File: src/rtl/rr_arbiter_4_pkg.sv
// Shared definitions for the 4-requester round-robin arbiter.
// Holds the state encoding, requester count and default parameter values.
package rr_arbiter_4_pkg;

   typedef enum logic {
      ST_IDLE  = 1'b0,
      ST_GRANT = 1'b1
   } state_t;

   localparam int unsigned NUM_REQ      = 4;
   localparam int unsigned CNT_W_DEF    = 8;
   localparam int unsigned HOLD_MAX_DEF = 16;

endpackage

File: src/rtl/rr_pick_4.sv
// Combinational rotating-priority picker.
// It returns the first set request at or after ptr, wrapping modulo 4.
module rr_pick_4
   import rr_arbiter_4_pkg::*;
(
   input  logic [NUM_REQ-1:0] req,
   input  logic [1:0]         ptr,
   output logic [1:0]         pick_idx,
   output logic               pick_vld
);

   logic [1:0] cand;

   always_comb begin
      pick_idx = '0;
      pick_vld = 1'b0;
      cand     = '0;
      for (int unsigned k = 0; k < NUM_REQ; k++) begin
         cand = ptr + 2'(k);
         if (!pick_vld && req[cand]) begin
            pick_idx = cand;
            pick_vld = 1'b1;
         end
      end
   end

endmodule

File: src/rtl/rr_arbiter_4.sv
// Registered 4-requester round-robin arbiter with grant hold timeout.
// grant_idx/grant_en feed a 2-to-4 decoder's I/en inputs.
module rr_arbiter_4
   import rr_arbiter_4_pkg::*;
#(
   parameter int unsigned CNT_W    = CNT_W_DEF,
   parameter int unsigned HOLD_MAX = HOLD_MAX_DEF
)(
   input  logic               clk,
   input  logic               rst_n,
   input  logic [NUM_REQ-1:0] req,
   output logic [1:0]         grant_idx,
   output logic               grant_en,
   output logic               timeout
);

   localparam logic [CNT_W-1:0] HOLD_LAST = CNT_W'(HOLD_MAX - 1);

   state_t           state_q, state_d;
   logic [1:0]       ptr_q, ptr_d;
   logic [CNT_W-1:0] hold_cnt_q, hold_cnt_d;
   logic [1:0]       grant_idx_d;
   logic             grant_en_d;
   logic             timeout_d;

   logic [1:0]       pick_idx;
   logic             pick_vld;
   logic             owner_req;
   logic             hold_expired;

   rr_pick_4 u_pick (
      .req      (req),
      .ptr      (ptr_q),
      .pick_idx (pick_idx),
      .pick_vld (pick_vld)
   );

   // A drop coinciding with expiry is a normal release, so expiry needs owner_req.
   assign owner_req    = req[grant_idx];
   assign hold_expired = (HOLD_MAX != 0) && (hold_cnt_q == HOLD_LAST) && owner_req;

   always_comb begin
      state_d     = state_q;
      ptr_d       = ptr_q;
      hold_cnt_d  = hold_cnt_q;
      grant_idx_d = grant_idx;
      grant_en_d  = grant_en;
      timeout_d   = 1'b0;
      case (state_q)
         ST_IDLE: begin
            if (pick_vld) begin
               state_d     = ST_GRANT;
               grant_idx_d = pick_idx;
               grant_en_d  = 1'b1;
               hold_cnt_d  = '0;
            end
         end
         ST_GRANT: begin
            if (hold_cnt_q != '1)
               hold_cnt_d = hold_cnt_q + 1'b1;
            if (!owner_req || hold_expired) begin
               state_d    = ST_IDLE;
               grant_en_d = 1'b0;
               ptr_d      = grant_idx + 2'd1;
               timeout_d  = hold_expired;
            end
         end
         default: begin
            state_d    = ST_IDLE;
            grant_en_d = 1'b0;
         end
      endcase
   end

   always_ff @(posedge clk) begin
      if (!rst_n) begin
         state_q    <= ST_IDLE;
         ptr_q      <= '0;
         hold_cnt_q <= '0;
         grant_idx  <= '0;
         grant_en   <= 1'b0;
         timeout    <= 1'b0;
      end else begin
         state_q    <= state_d;
         ptr_q      <= ptr_d;
         hold_cnt_q <= hold_cnt_d;
         grant_idx  <= grant_idx_d;
         grant_en   <= grant_en_d;
         timeout    <= timeout_d;
      end
   end

endmodule

File: config.mk
export PLATFORM = sky130hd
export DESIGN_NAME = rr_arbiter_4
export DESIGN_NICKNAME = d
export VERILOG_FILES = /design/src/rtl/rr_arbiter_4_pkg.sv /design/src/rtl/rr_pick_4.sv /design/src/rtl/rr_arbiter_4.sv
export SDC_FILE = /design/constraint.sdc
export NUM_CORES = 1
export LEC_CHECK = 0
export CORE_MARGIN = 3
export CORE_UTILIZATION = 37
export DETAILED_ROUTE_END_ITERATION = 6
export PLACE_DENSITY_LB_ADDON = 0.12
export SLEW_MARGIN = 20
export SYNTH_ARGS = -nofsm -noshare
export SYNTH_HDL_FRONTEND = slang
export SYNTH_SLANG_ARGS = --single-unit
File: constraint.sdc
create_clock -name clk -period 4.2 [get_ports clk]
set_input_delay 0.84 -clock clk [delete_from_list [all_inputs] [get_ports clk]]
set_output_delay 0.84 -clock clk [all_outputs]
set_load 0.03 [all_outputs]
# Word-level counts from Yosys, hierarchy flattened
# Cells that the tools add are included.
[totals] regBits=15 output_inout_bits=4 wordCells=63
[classes] addsub=5 magnitude_cmp=5 n_eq_ne=5 n_mux=27 n_bitwise=1 reduce_logical=14
[op_table] cell="$mux W8" n=2
[op_table] cell="$pmux W8 S2" n=1
[op_table] cell="$lt A2 B3 Y1 const B" n=5
[op_table] cell="$mux W1" n=13
[op_table] cell="$bmux W1 S2" n=5
[op_table] cell="$add A8 B1 Y8 const B" n=1
[op_table] cell="$eq A8 B4 Y1 const B" n=1
[op_table] cell="$mux W2" n=4
[op_table] cell="$ne A8 B8 Y1 const B" n=1
[op_table] cell="$reduce_and A2 Y1" n=4
[op_table] cell="$add A2 B1 Y2 const B" n=2
[op_table] cell="$add A2 B2 Y2 const B" n=2
[op_table] cell="$logic_and A1 B1 Y1" n=4
[op_table] cell="$logic_not A1 Y1" n=4
[op_table] cell="$ne A2 B1 Y1 const B" n=2
[op_table] cell="$pmux W1 S2" n=2
[op_table] cell="$reduce_and A3 Y1" n=1
[op_table] cell="$ne A2 B2 Y1 const B" n=1
[op_table] cell="$logic_or A1 B1 Y1" n=1
[op_table] cell="$not A1 Y1" n=1

# Longest topological paths before layout
[depth] ltp_word=14 mapped_depth=5

# Cells and area by module
# Synthesis repeated with hierarchy kept, for this count alone.
[unflattened] hier_cells=95 hier_area_um2=810.8
[modules_own_cells] module="rr_arbiter_4" n_inst=1 cells_each=80 area_each_um2=733.2 seq_area_each_um2=300.3
[modules_own_cells] module="rr_pick_4" n_inst=1 cells_each=15 area_each_um2=77.6 seq_area_each_um2=0.0

# Worst setup path after synthesis
# No wires, ideal clock.
[synth_timing] path_kind="input port to flip-flop" start="in req[3]" end="reg ptr_q[0]" setup_time_ns=0.145 t_arrival_ns=1.672 path_slack_ns=2.383 stages=4 path_buffers=0 cell_sequence="mux4_2 -> o21ai_0 -> and2_1 -> a211oi_1"
[synth_between] elab_chain_cells=5 word_cells_on_any_way=6 cone_classes="mux: 2; reduce/logical: 4"
[synth_lines] item="start, declared" line_no="rr_arbiter_4.sv:11" rtl="input logic [NUM_REQ-1:0] req,"
[synth_lines] item="$bmux W1 S2 (*)" line_no="rr_arbiter_4.sv:39" rtl="assign owner_req = req[grant_idx];"
[synth_lines] item="$mux W1 (not written as such) (*)" line_no="rr_arbiter_4.sv:39"
[synth_lines] item="$logic_not A1 Y1 or $logic_and A1 B1 Y1 (tied branches)" line_no="rr_arbiter_4.sv:61, rr_arbiter_4.sv:40"
[synth_lines] item="$logic_or A1 B1 Y1 (*)" line_no="rr_arbiter_4.sv:61" rtl="if (!owner_req || hold_expired) begin"
[synth_lines] item="$reduce_and A2 Y1 (no source line) (*)"
[synth_lines] item="end signal, assigned" line_no="rr_arbiter_4.sv:85" rtl="ptr_q <= ptr_d;"
[synth_lines] item="end, declared" line_no="rr_arbiter_4.sv:20" rtl="logic [1:0] ptr_q, ptr_d;"
# Mark *: on every way between the ends. The rest lies on a longest branch, timed or not. The select of a mux whose other input is x is not followed.
# A chain may end at the register's enable or synchronous reset.

# Worst setup path in the final report
[layout_timing] start="reg grant_idx[0]" end="out grant_idx[0]"
[layout_lines] item="start, declared" line_no="rr_arbiter_4.sv:12" rtl="output logic [1:0] grant_idx,"
[layout_lines] item="start signal, assigned" line_no="rr_arbiter_4.sv:87" rtl="grant_idx <= grant_idx_d;"
# No word-level cell between the ends.

==> results by group <==
Die
  • Initial core utilization: 40.1%
  • Num ports: 10
  • Die area: 2770 um2
  • DIE HEIGHT: 52.6 um
  • Core Region: 2000 um2
  • Die X-Extent: 52.6 um
  • # rows: 16

Worst hold path
  • Critical hold path startpoint: hold_cnt_q[6]
  • WHS Path Cells: 1
  • Min-delay worst type: flip-flop to flip-flop
  • Hold endpoint: hold_cnt_q[6]

Synthesis
  • Async set-reset flop share out of synthesis: 0%
  • Synth top area cells: dfxtp_1, nand2_1, a21oi_1, o21ai_0, mux4_2
  • Yosys top cell by area: dfxtp_1
  • Synth top area share: 37.4%
  • #FFs+latches synth: 15
  • Yosys cell types: 40
  • EDFF count, synth: 0
  • Syn_nets: 104
  • Cell count after synthesis: 97
  • Sequential share of the synthesized area: 37.4%
  • Synth Flop Type: dfxtp_1
  • Avg Inst Size Synth: 8.28 um2
  • Synth warn: 0
  • Synth Cell Area: 803 um2

Placed design
  • Placed wire-length estimate: 1350 um
  • GP Congestion: 0.797
  • Post-DP Area: 920 um2
  • Post-place setup slack: 1.76 ns
  • Port bufs: 9

Power and ir drop
  • Sw power: 0.0000953 W
  • Switch share: 30.7%
  • Worst VDD drop: 255 uV
  • Total Power: 0.000310 W
  • Power share of the clock group: 26.5%
  • P_int: 0.000215 W
  • Leak Pwr: 0.310 nW
  • Pwr Density: 327 nW/um2
  • Combinational Power Share: 19.9%
  • Share of power burned in registers: 53.6%

Worst setup path
  • Crit. End Element: primary output
  • Setup Crit Path Kind: flip-flop to primary output
  • Worst path cell trace: clkdlybuf4s50_1
  • Crit-path max cell delay: 0.71 ns
  • Largest delay contributor family on the critical path: buffers and inverters
  • Crit path required time: 3.36 ns
  • Reg-to-Reg Start: state_q
  • Critical path's slowest cell: clkdlybuf4s50_1
  • Crit path launch type: flip-flop
  • Worst Reg-to-Reg Cells: 4
  • Worst r2r dst: hold_cnt_q[5]
  • Reg2reg setup slack: 2.32 ns
  • Crit path DAT: 1.42 ns
  • Max FO, Critical Path: 5
  • Crit path buf inv count: 1

Global route
  • Total congestion overflow: 0
  • Initial antenna violation count: 0
  • Pin count of the biggest net entering global routing: 15
  • Gr usage total: 15.4%
  • Vias in the first global route: 681
  • First-pass GRT wire length: 3150 um

CTS
  • Hold bufs inserted after CTS: 0
  • Num CTS Buffers: 3
  • Post-CTS resize count: 0
  • Clk sinks: 15
  • Clk Latency, worst-skew pair: 0.28 ns
  • Post-CTS Setup Bufs: 0
  • CTS H-tree depth: 1
  • CTS root buf: clkbuf_4
  • Clk slew on worst S/H paths: 0.09 ns
  • Max Root-Sink Buffers: 2
  • CTS tree: done

Finish
  • Fraction of final layout cells sized beyond drive strength 1: 10.2%
  • Most frequent cells in the layout: dfxtp_1, nand2_1, clkdlybuf4s50_1
  • Net count reported at finish: 116
  • Post-route cell area: 947 um2
  • Diode count: 0
  • Area delta synth->final: 17.9%
  • Commonest non-fill, non-tap cell in the layout: dfxtp_1

Timing
  • Fin Setup TNS: 0 ns
  • Relative slew slack: 68.1%
  • Tightest Pin Transition: 0.478 ns
  • Max Freq: 442 MHz
  • Final WS setup: 1.94 ns
  • Post-layout minimum cycle time: 2.26 ns
  • Setup violations, final: 0
  • RSZ-0062 raised after global routing: no
  • Final Skew: 0.00492 ns
  • Final Slew Violations: 0
  • Final hold viol count: 0
  • Final period utilization: 53.9%

Routing
  • Vias per cell: 5.72
  • Via count: 772
  • Drt first-iter violations: 16
  • Routed Antenna Nets: 0
  • DRC viols: 0
  • Initial DRT Pass Iterations: 4
  • Routed WL: 1860 um
  • Wire length per cell: 13.8 um

Run
  • Max Cap Viol: 0

Run status
  • Status: completed
cell usage after synthesis, drive strengths merged, types with 2 or more instances:
cell,instances
nand2,12
o21ai,7
nor3,2
nor2,4
and3,2
a31oi,2
o22ai,2
a21oi,8
o221ai,2
nand3,4
dfxtp,15
clkbuf,2
or3,4
nor4,2
a211oi,2
o21a,2
and2,2
inv,5
or4,2
worst max path at each step:
stage | from | end | slack [ns] | cells after the start
after CTS | grant_idx[0] | grant_idx[0] | 1.91 | 1
final | grant_idx[0] | grant_idx[0] | 1.94 | 1
after global routing | grant_idx[0] | grant_idx[0] | 1.86 | 1
after floorplan | req[3] | ptr_q[0] | 2.38 | 4
after detailed placement | req[0] | hold_cnt_q[7] | 1.76 | 5
after global placement | req[3] | ptr_q[1] | 1.79 | 5
registers in the layout (all words and copies together) (netlist names):
register,cells
grant_en,1
grant_idx,2
timeout,1
ptr_q,2
hold_cnt_q,8
state_q,1
per-layer routing:
layer	GRT usage, %	part of all wire [%]	wire [um]	vias to the layer above
li1	-	-	-	390
met1	22.4	53	985	361
met2	21.7	42	781	19
met3	5.13	4.4	82	2
met4	3.83	0.54	10	0
met5	0	0	0	-
cell families (layout without fill, tap and decap cells):
| group | after synthesis | count (layout) | share of synthesized area (%) |
|---|---|---|---|
| and+or+nand+nor | 38 | 38 | 25.5 |
| AOI/OAI and AO/OA | 32 | 32 | 26.0 |
| DFF | 15 | 15 | 37.4 |
| buffers and inverters | 7 | 18 | 3.27 |
| xor gates and xnor gates | 2 | 2 | 2.18 |
| muxes | 2 | 2 | 4.05 |
| adders and majority gates | 1 | 1 | 1.56 |
metrics by stage:
step / hold WS, ns / util, % / cells
after detailed placement: 0.487 / 45.9 / 131
after CTS: 0.513 / 47.3 / 135
after floorplan: 0.444 / - / 97
after global routing: 0.541 / 47.3 / 135
final: 0.510 / 47.3 / 135
after global placement: 0.461 / 45.9 / 131
power groups by stage:
stage	combinational (W)	clock, W	sequential, W
after global placement	0.0000610	0	0.000169
final	0.0000616	0.0000821	0.000166
after global routing	0.0000678	0.0000895	0.000167
after floorplan	0.0000359	0	0.000170
after CTS	0.0000612	0.0000860	0.000166
after detailed placement	0.0000605	0	0.000169
final cells by class:
| cell class | count | area, um2 |
|---|---|---|
| clock inverters | 1 | 5.00 |
| clock buffers | 3 | 22.5 |
| fillers | 207 | 1050 |
| repair buffers | 9 | 90.1 |
| inverters | 5 | 18.8 |
| well taps | 27 | 33.8 |
| flip-flops and latches | 15 | 300 |
| multi-input cells | 75 | 477 |
(Power assumes the default switching activity.)
